### src/rtl/sia_pkg.sv
// Shared widths, dispatcher state encoding and nonce slicing helper
// for the Sia multi-core work dispatcher.
package sia_pkg;

  localparam int WORK_W   = 640;
  localparam int TARGET_W = 64;
  localparam int NONCE_W  = 32;

  typedef enum logic [1:0] {
    ST_IDLE,
    ST_DISPATCH,
    ST_RUN,
    ST_FLUSH
  } dispatch_state_t;

  // First nonce of slice i when the 32-bit space is cut into n equal parts
  function automatic logic [NONCE_W-1:0] slice_base(input int i, input int n);
    int lg;
    logic [63:0] v;
    lg = 0;
    for (int k = 0; k < 5; k++) begin
      if (n > (1 << k)) lg = k + 1;
    end
    v = 64'(unsigned'(i)) << (NONCE_W - lg);
    return v[NONCE_W-1:0];
  endfunction

endpackage

### src/rtl/sia_res_fifo.sv
// Synchronous result FIFO; a push into a full FIFO is accepted only
// when a pop happens in the same cycle.
module sia_res_fifo #(
  parameter int W     = 36,
  parameter int DEPTH = 4
) (
  input  logic         clk,
  input  logic         rst_n,
  input  logic         push,
  input  logic [W-1:0] din,
  input  logic         pop,
  output logic [W-1:0] dout,
  output logic         full,
  output logic         empty
);

  localparam int AW = $clog2(DEPTH);

  logic [W-1:0] mem [DEPTH];
  logic [AW-1:0] wp;
  logic [AW-1:0] rp;
  logic [AW:0]   cnt;
  logic          wr;
  logic          rd;

  assign full  = (cnt == (AW+1)'(DEPTH));
  assign empty = (cnt == '0);
  assign wr    = push && (!full || pop);
  assign rd    = pop && !empty;
  assign dout  = mem[rp];

  always_ff @(posedge clk) begin
    if (!rst_n) begin
      wp  <= '0;
      rp  <= '0;
      cnt <= '0;
    end else begin
      if (wr) wp <= wp + 1'b1;
      if (rd) rp <= rp + 1'b1;
      cnt <= cnt + (AW+1)'(wr) - (AW+1)'(rd);
    end
  end

  always_ff @(posedge clk) begin
    if (wr) mem[wp] <= din;
  end

endmodule

### src/rtl/sia_dispatch.sv
// Sia multi-core work dispatcher: slices the nonce space, collects finds.
// Optional busy-cycle counter on hash_cnt with SIA_DISPATCH_HASHCNT_EN.
module sia_dispatch
  import sia_pkg::*;
#(
  parameter int NUM_CORES     = 4,
  parameter int RES_DEPTH     = 4,
  parameter int STOP_ON_FIRST = 1
) (
  input  logic                     clk,
  input  logic                     rst_n,
  input  logic                     work_valid,
  output logic                     work_ready,
  input  logic [WORK_W-1:0]        work_data,
  input  logic [TARGET_W-1:0]      work_target,
  output logic [WORK_W-1:0]        core_work,
  output logic [TARGET_W-1:0]      core_target,
  output logic [NUM_CORES-1:0]     core_start,
  output logic [NUM_CORES*32-1:0]  core_nonce0,
  output logic [NUM_CORES-1:0]     core_abort,
  input  logic [NUM_CORES-1:0]     core_found,
  input  logic [NUM_CORES*32-1:0]  core_nonce,
  input  logic [NUM_CORES-1:0]     core_done,
  input  logic [NUM_CORES-1:0]     core_busy,
  output logic                     res_valid,
  input  logic                     res_ready,
  output logic [NONCE_W-1:0]       res_nonce,
  output logic [3:0]               res_core,
  output logic                     busy,
  output logic                     exhausted,
  output logic [7:0]               drop_cnt
`ifdef SIA_DISPATCH_HASHCNT_EN
  ,
  output logic [47:0]              hash_cnt
`endif
);

  dispatch_state_t state;
  dispatch_state_t state_nx;

  logic pending;
  logic accept;
  logic in_run;
  logic stop_hit;
  logic all_done;

  logic [NUM_CORES*32-1:0] bases;
  logic [3:0]              win;
  logic [NONCE_W-1:0]      win_nonce;
  logic [4:0]              nfound;
  logic                    push;
  logic                    pop;
  logic                    room;
  logic                    fifo_full;
  logic                    fifo_empty;
  logic [4:0]              drop_inc;
  logic [8:0]              drop_sum;

  assign work_ready = (state == ST_IDLE) || (state == ST_RUN);
  assign busy       = (state != ST_IDLE);
  assign core_start = {NUM_CORES{state == ST_DISPATCH}};
  assign core_abort = {NUM_CORES{state == ST_FLUSH}};

  assign accept   = work_valid && work_ready;
  assign in_run   = (state == ST_RUN);
  assign all_done = &core_done;
  assign stop_hit = in_run && (|core_found) && (STOP_ON_FIRST != 0);

  always_comb begin
    bases = '0;
    for (int i = 0; i < NUM_CORES; i++) begin
      bases[i*32 +: 32] = slice_base(i, NUM_CORES);
    end
  end

  always_comb begin
    state_nx = state;
    unique case (state)
      ST_IDLE:     if (accept) state_nx = ST_DISPATCH;
      ST_DISPATCH: state_nx = ST_RUN;
      ST_RUN: begin
        if (accept || stop_hit) state_nx = ST_FLUSH;
        else if (all_done)      state_nx = ST_IDLE;
      end
      ST_FLUSH:    state_nx = pending ? ST_DISPATCH : ST_IDLE;
      default:     state_nx = ST_IDLE;
    endcase
  end

  always_ff @(posedge clk) begin
    if (!rst_n) begin
      state       <= ST_IDLE;
      pending     <= 1'b0;
      exhausted   <= 1'b0;
      core_work   <= '0;
      core_target <= '0;
      core_nonce0 <= '0;
    end else begin
      state     <= state_nx;
      exhausted <= in_run && !accept && !stop_hit && all_done;
      if (in_run && accept)        pending <= 1'b1;
      else if (state == ST_FLUSH)  pending <= 1'b0;
      if (accept) begin
        core_work   <= work_data;
        core_target <= work_target;
        core_nonce0 <= bases;
      end
    end
  end

  // Lowest index wins the single push slot; the rest count as drops
  always_comb begin
    win       = '0;
    win_nonce = '0;
    nfound    = '0;
    for (int i = NUM_CORES - 1; i >= 0; i--) begin
      if (core_found[i]) begin
        win       = 4'(i);
        win_nonce = core_nonce[i*32 +: 32];
      end
    end
    for (int i = 0; i < NUM_CORES; i++) begin
      nfound = nfound + 5'(core_found[i]);
    end
  end

  assign res_valid = !fifo_empty;
  assign pop       = res_ready && res_valid;
  assign push      = in_run && (|core_found);
  assign room      = !fifo_full || pop;

  always_comb begin
    drop_inc = '0;
    if (push) drop_inc = room ? (nfound - 5'd1) : nfound;
    drop_sum = {1'b0, drop_cnt} + {4'b0, drop_inc};
  end

  always_ff @(posedge clk) begin
    if (!rst_n) drop_cnt <= '0;
    else        drop_cnt <= (drop_sum > 9'd255) ? 8'hff : drop_sum[7:0];
  end

  sia_res_fifo #(
    .W     (NONCE_W + 4),
    .DEPTH (RES_DEPTH)
  ) u_fifo (
    .clk   (clk),
    .rst_n (rst_n),
    .push  (push),
    .din   ({win, win_nonce}),
    .pop   (pop),
    .dout  ({res_core, res_nonce}),
    .full  (fifo_full),
    .empty (fifo_empty)
  );

`ifdef SIA_DISPATCH_HASHCNT_EN
  logic [4:0] nbusy;

  always_comb begin
    nbusy = '0;
    for (int i = 0; i < NUM_CORES; i++) begin
      nbusy = nbusy + 5'(core_busy[i]);
    end
  end

  always_ff @(posedge clk) begin
    if (!rst_n) hash_cnt <= '0;
    else        hash_cnt <= hash_cnt + 48'(nbusy);
  end
`else
  logic unused_core_busy;
  assign unused_core_busy = ^core_busy;
`endif

endmodule

### config.mk
export PLATFORM = sky130hd
export DESIGN_NAME = sia_dispatch
export DESIGN_NICKNAME = d
export VERILOG_FILES = /design/src/rtl/sia_pkg.sv /design/src/rtl/sia_res_fifo.sv /design/src/rtl/sia_dispatch.sv
export SDC_FILE = /design/constraint.sdc
export NUM_CORES = 2
export LEC_CHECK = 0
export ABC_AREA = 0
export BUFFER_PORTS_ARGS = -buffer_cell sky130_fd_sc_hd__buf_2
export CAP_MARGIN = 20
export CORE_AREA = 8 8 677 679
export DETAILED_ROUTE_END_ITERATION = 8
export DIE_AREA = 0 0 685 687
export PLACE_DENSITY = 0.31
export SYNTH_ARGS = -nofsm -noshare
export SYNTH_HDL_FRONTEND = slang
export SYNTH_SLANG_ARGS = --single-unit
### constraint.sdc
create_clock -name clk -period 11.6 [get_ports clk]
set_clock_uncertainty 0.05 [all_clocks]
set_input_delay 2.32 -clock clk [delete_from_list [all_inputs] [get_ports clk]]
set_output_delay 2.32 -clock clk [all_outputs]
set_load 0.05 [all_outputs]
==> results <==
- The setup slack after placement is between 5 and 6 ns.
- The first detailed-routing pass ran for 5 iterations.
- The number of DRC violations after detailed routing is 0.
- The shortest period the worst path allows is approximately 5.5 ns.
- The number of flops mapped to enable cells by yosys is 136.
- The worst flop-to-flop path startpoint is state[0].
- Setup total negative slack on the finished layout was measured at 0 ns.
- The instance count along the most critical hold path is 2.
- The number of placement rows is 246.
- The pin count of the biggest net entering global routing is roughly 190.
- The floorplan step set the die height to between 600 and 700 µm.
- Based on the critical path, the design can be clocked at up to about 0.18 GHz.
- The minimum setup slack in the final design is between 6 and 7 ns.
- The cell area after technology mapping is about 32,000 µm².
- Across the run, the number of max-cap violations was 0.
- The routed wire length on met2 is around 150,000 µm.
- In this run the worst path has a maximum fanout of 35.
- In this run the number of H-tree levels came out at 3.
- The worst-case IR drop observed on VDD is ~120 µV.
- The share of flip-flops with an asynchronous set or reset after synthesis is 0%.
- The number of primary I/O pins is 1,736.
- The total of cells resized after clock tree synthesis is 0.
- The deepest clock path buffer count is 4.
- Setup repair after global routing left no endpoint under its margin.
- The count of hold-fix buffers inserted at cts is 0.
- The clock latency on the worst-skew pair is around 0.8 ns.
- The data arrival time of the critical path is around 6.2 ns.
- The number of cells on the worst reg-to-reg path is 6.
- Leaving out fill and tap cells, the most frequent cell in the layout is sky130_fd_sc_hd__buf_2.
- After detailed routing, the wire length on met1 is just over 100,000 µm.
- In this run the worst setup path begins at core_found[1].
- The area of the core is 447,000 µm².
- The sum of overflow across all layers after global routing is 0.
- The detailed router placed ~33,000 vias in this run.
- The transition time at the pin with the least slew margin is approximately 1.2 ns.
- The max-slew violation total from the final report is 0.
- The number of antenna violations at the first check in global routing is 263.
- Post-CTS timing repair inserted 0 buffers for setup.
- Dividing the detail-routed wire length by the instance count gives 26.1 µm.
- For this design the ratio of total power to cell area is 185 nW/µm².
- The prevailing post-synth register cell is sky130_fd_sc_hd__dfxtp_1.
- The total wire length is 296,000 µm.
- The number of global-route vias before repair is approximately 32,000.
- The share of layout cells above drive strength 1 is a little over a third.
- The run finished with clean final reports.
- The worst pin sits at a relative slew slack of roughly a fifth.
- Summed over all cells, the static leakage comes to 20.8 nW.
- In this run the tool buffered the top-level ports with about 1,600 buffer cells.
- The violation count after the first detailed-route iteration is a little over 2,000.
- After the last flow step, the layout net total stands at ~6,000.
- The reg-to-reg endpoint is core_target[30].
- The number of warnings reported in the yosys synthesis log is 0.
- TritonCTS built the clock tree.
- The required time of the critical path is 12.26 ns.
- In this run the top signal layer used is met5.
- The register area share after synthesis is between 50% and 60%.
- For this configuration, the core starts out at a cell density of under 10%.
- The detailed-route vias per instance is between 2 and 3.
- The total number of clock tree sinks is 862.
- The first global-routing pass estimated 367,000 µm of wire.
- The cell type with the highest aggregate area in the netlist is sky130_fd_sc_hd__dfxtp_1.
- After technology mapping, the gate count stands at around 3,700.
- From left edge to right edge, the die measures between 600 and 700 µm.
- After filler insertion, the fill cell instance count of the layout stands at approximately 52,000.
- The top cell types in the final layout, fill and taps aside, are 1,605 x sky130_fd_sc_hd__buf_2, 1,443 x sky130_fd_sc_hd__nand2_1, 725 x sky130_fd_sc_hd__dfxtp_1, 709 x sky130_fd_sc_hd__a21oi_1, 136 x sky130_fd_sc_hd__edfxtp_1.
- The mean area per synthesized cell is between 8 and 9 µm².
- STA classifies the critical path startpoint as a primary input.
- The class of the tightest hold or removal check is flop to flop.
- The final hold violation count was 0.
- Dividing the final minimum period by the clock period gives between 40 and 50%.
- The met3 layer wire length in the routed design is 33,500 µm.
- The kind of end point of the critical path is a flop.
- Clock-pin slew was measured on the worst setup and hold paths at ~0.050 ns.
- Yosys mapped the design onto 46 distinct sky130hd cell types.
- The number of placed instances, taps included, is around 11,000.
- The all-layer global routing usage is around an eighth.
- Compared with the post-synthesis result, the final layout area differs by 57.9%.
- The cell sitting at the root of the clock tree is a sky130_fd_sc_hd__clkbuf_16.
- After synthesis, the cell types taking the most area are sky130_fd_sc_hd__dfxtp_1 45%, sky130_fd_sc_hd__nand2_1 17%, sky130_fd_sc_hd__edfxtp_1 13%, sky130_fd_sc_hd__a21oi_1 11%, sky130_fd_sc_hd__buf_4 3.2%.
- The worst setup path is of the primary input to flop kind.
- The post-synthesis register bit count is 862.
- The clock buffer count from CTS is about 130.
- For this run, the number of standard cells in the final layout without fillers is approximately 11,000.
- The worst-case register-to-register setup slack is approximately 8.3 ns.
- The detail route stage leaves a number of antenna-violating nets equal to 0.
- The final weighted congestion of routability-driven global placement is between 0.9 and 1.
- The area share of the leading cell type in the synthesized netlist is between 40% and 50%.
- Setup violations remaining at the end of the flow were counted as 0.
- The floorplan step defined a die boundary enclosing about 470,000 µm².
- After legalization and detailed placement, the total HPWL measured 248,000 µm.
- The completed layout was analyzed and its total power is roughly 0.0094 W.
- The critical path capture point is drop_cnt[0].
-- critical path, cell delays in order --
cell and delay, ns:
sky130_fd_sc_hd__buf_2 0.07, sky130_fd_sc_hd__buf_4 0.38, sky130_fd_sc_hd__inv_1 0.11, sky130_fd_sc_hd__buf_4 0.28
sky130_fd_sc_hd__fa_1 0.50, sky130_fd_sc_hd__inv_1 0.06, sky130_fd_sc_hd__ha_1 0.16, sky130_fd_sc_hd__inv_1 0.05
sky130_fd_sc_hd__ha_1 0.28, sky130_fd_sc_hd__inv_1 0.04, sky130_fd_sc_hd__ha_1 0.19, sky130_fd_sc_hd__ha_1 0.27
sky130_fd_sc_hd__a211oi_1 0.22, sky130_fd_sc_hd__ha_1 0.32, sky130_fd_sc_hd__a21o_1 0.23, sky130_fd_sc_hd__o2bb2ai_1 0.16
sky130_fd_sc_hd__and4_1 0.30, sky130_fd_sc_hd__a21o_1 0.18
-- flip-flops by register name, indices dropped and copies added (netlist names), named ones only --
register / count
core_nonce0: 1
core_target: 64
core_work: 640
drop_cnt: 8
exhausted: 1
pending: 1
state: 2
u_fifo.cnt: 3
u_fifo.mem: 136
u_fifo.rp: 2
u_fifo.wp: 2
-- stage by stage --
stage | hold WS (ns) | utilization, % | area (µm²)
2_1_floorplan | 0.434 | - | 32600
3_3_place_gp | 0.392 | 10.3 | 46200
3_5_place_dp | 0.394 | 10.3 | 46200
4_1_cts | 0.402 | 11.3 | 50300
5_1_grt | 0.413 | 11.3 | 50600
6_report | 0.400 | 11.3 | 50700
-- synth_stat cells, types with 3 or more instances --
cell                       instances
sky130_fd_sc_hd__inv_1            17
sky130_fd_sc_hd__xor2_1            4
sky130_fd_sc_hd__nor3_1            5
sky130_fd_sc_hd__dfxtp_1         726
sky130_fd_sc_hd__buf_4           135
sky130_fd_sc_hd__fa_1              3
sky130_fd_sc_hd__mux4_2           34
sky130_fd_sc_hd__a221oi_1         32
sky130_fd_sc_hd__xnor2_1           5
sky130_fd_sc_hd__ha_1             17
sky130_fd_sc_hd__clkbuf_1        118
sky130_fd_sc_hd__nand3_1           3
sky130_fd_sc_hd__and3_1            3
sky130_fd_sc_hd__buf_2           143
sky130_fd_sc_hd__and2_1            7
sky130_fd_sc_hd__edfxtp_1        136
sky130_fd_sc_hd__a21o_1            7
sky130_fd_sc_hd__nor2_1           54
sky130_fd_sc_hd__buf_1             4
sky130_fd_sc_hd__a21oi_1         709
sky130_fd_sc_hd__nand2_1        1444
sky130_fd_sc_hd__a211oi_1          3
sky130_fd_sc_hd__o31ai_1          32
-- kinds of logic after synthesis --
group,after synthesis,synth area share [%]
other,1,0.0117
multiplexers,35,2.42
AND/OR/NAND/NOR,1529,18.2
adder cells (fa/ha/maj),20,0.850
flip-flops,862,58.0
XOR/XNOR,9,0.246
buffers and inverters,420,7.07
AO/OA/AOI/OAI,793,13.2
-- report_power, final --
group	total (W)	switching, W	leakage, nW	internal (W)
sequential	0.00336	0.000140	7.20	0.00322
clock	0.00395	0.00165	2.00	0.00230
combinational	0.00206	0.00161	11.6	0.000451
total	0.00937	0.00340	20.8	0.00597
-- layout make-up --
cell class              instances  area, µm²  share of cell area (%)
inverters                      19       78.8                   0.156
well taps                    5952       7450                    14.7
clock inverters                48        573                    1.13
clock buffers                 179       3510                    6.93
repair buffers               1636       8390                    16.6
flip-flops and latches        862      18600                    36.8
multi-input cells            2512      11700                    23.1
diodes                        137        343                   0.677
-- layer usage --
layer / GRT usage (%) / vias to the layer above
li1: - / 14998
met1: 12.1 / 15577
met2: 21.0 / 1451
met3: 6.20 / 623
met4: 3.74 / 130
met5: 0 / -
-- worst min-delay path by stage --
stage,startpoint,end,slack [ns]
2_1_floorplan,pending,pending,0.43
3_3_place_gp,core_work[205],core_work[205],0.39
3_5_place_dp,core_work[236],core_work[236],0.39
4_1_cts,core_work[272],core_work[272],0.40
5_1_grt,core_work[222],core_work[222],0.41
6_report,core_work[201],core_work[201],0.40
(Power assumes the default switching activity.)
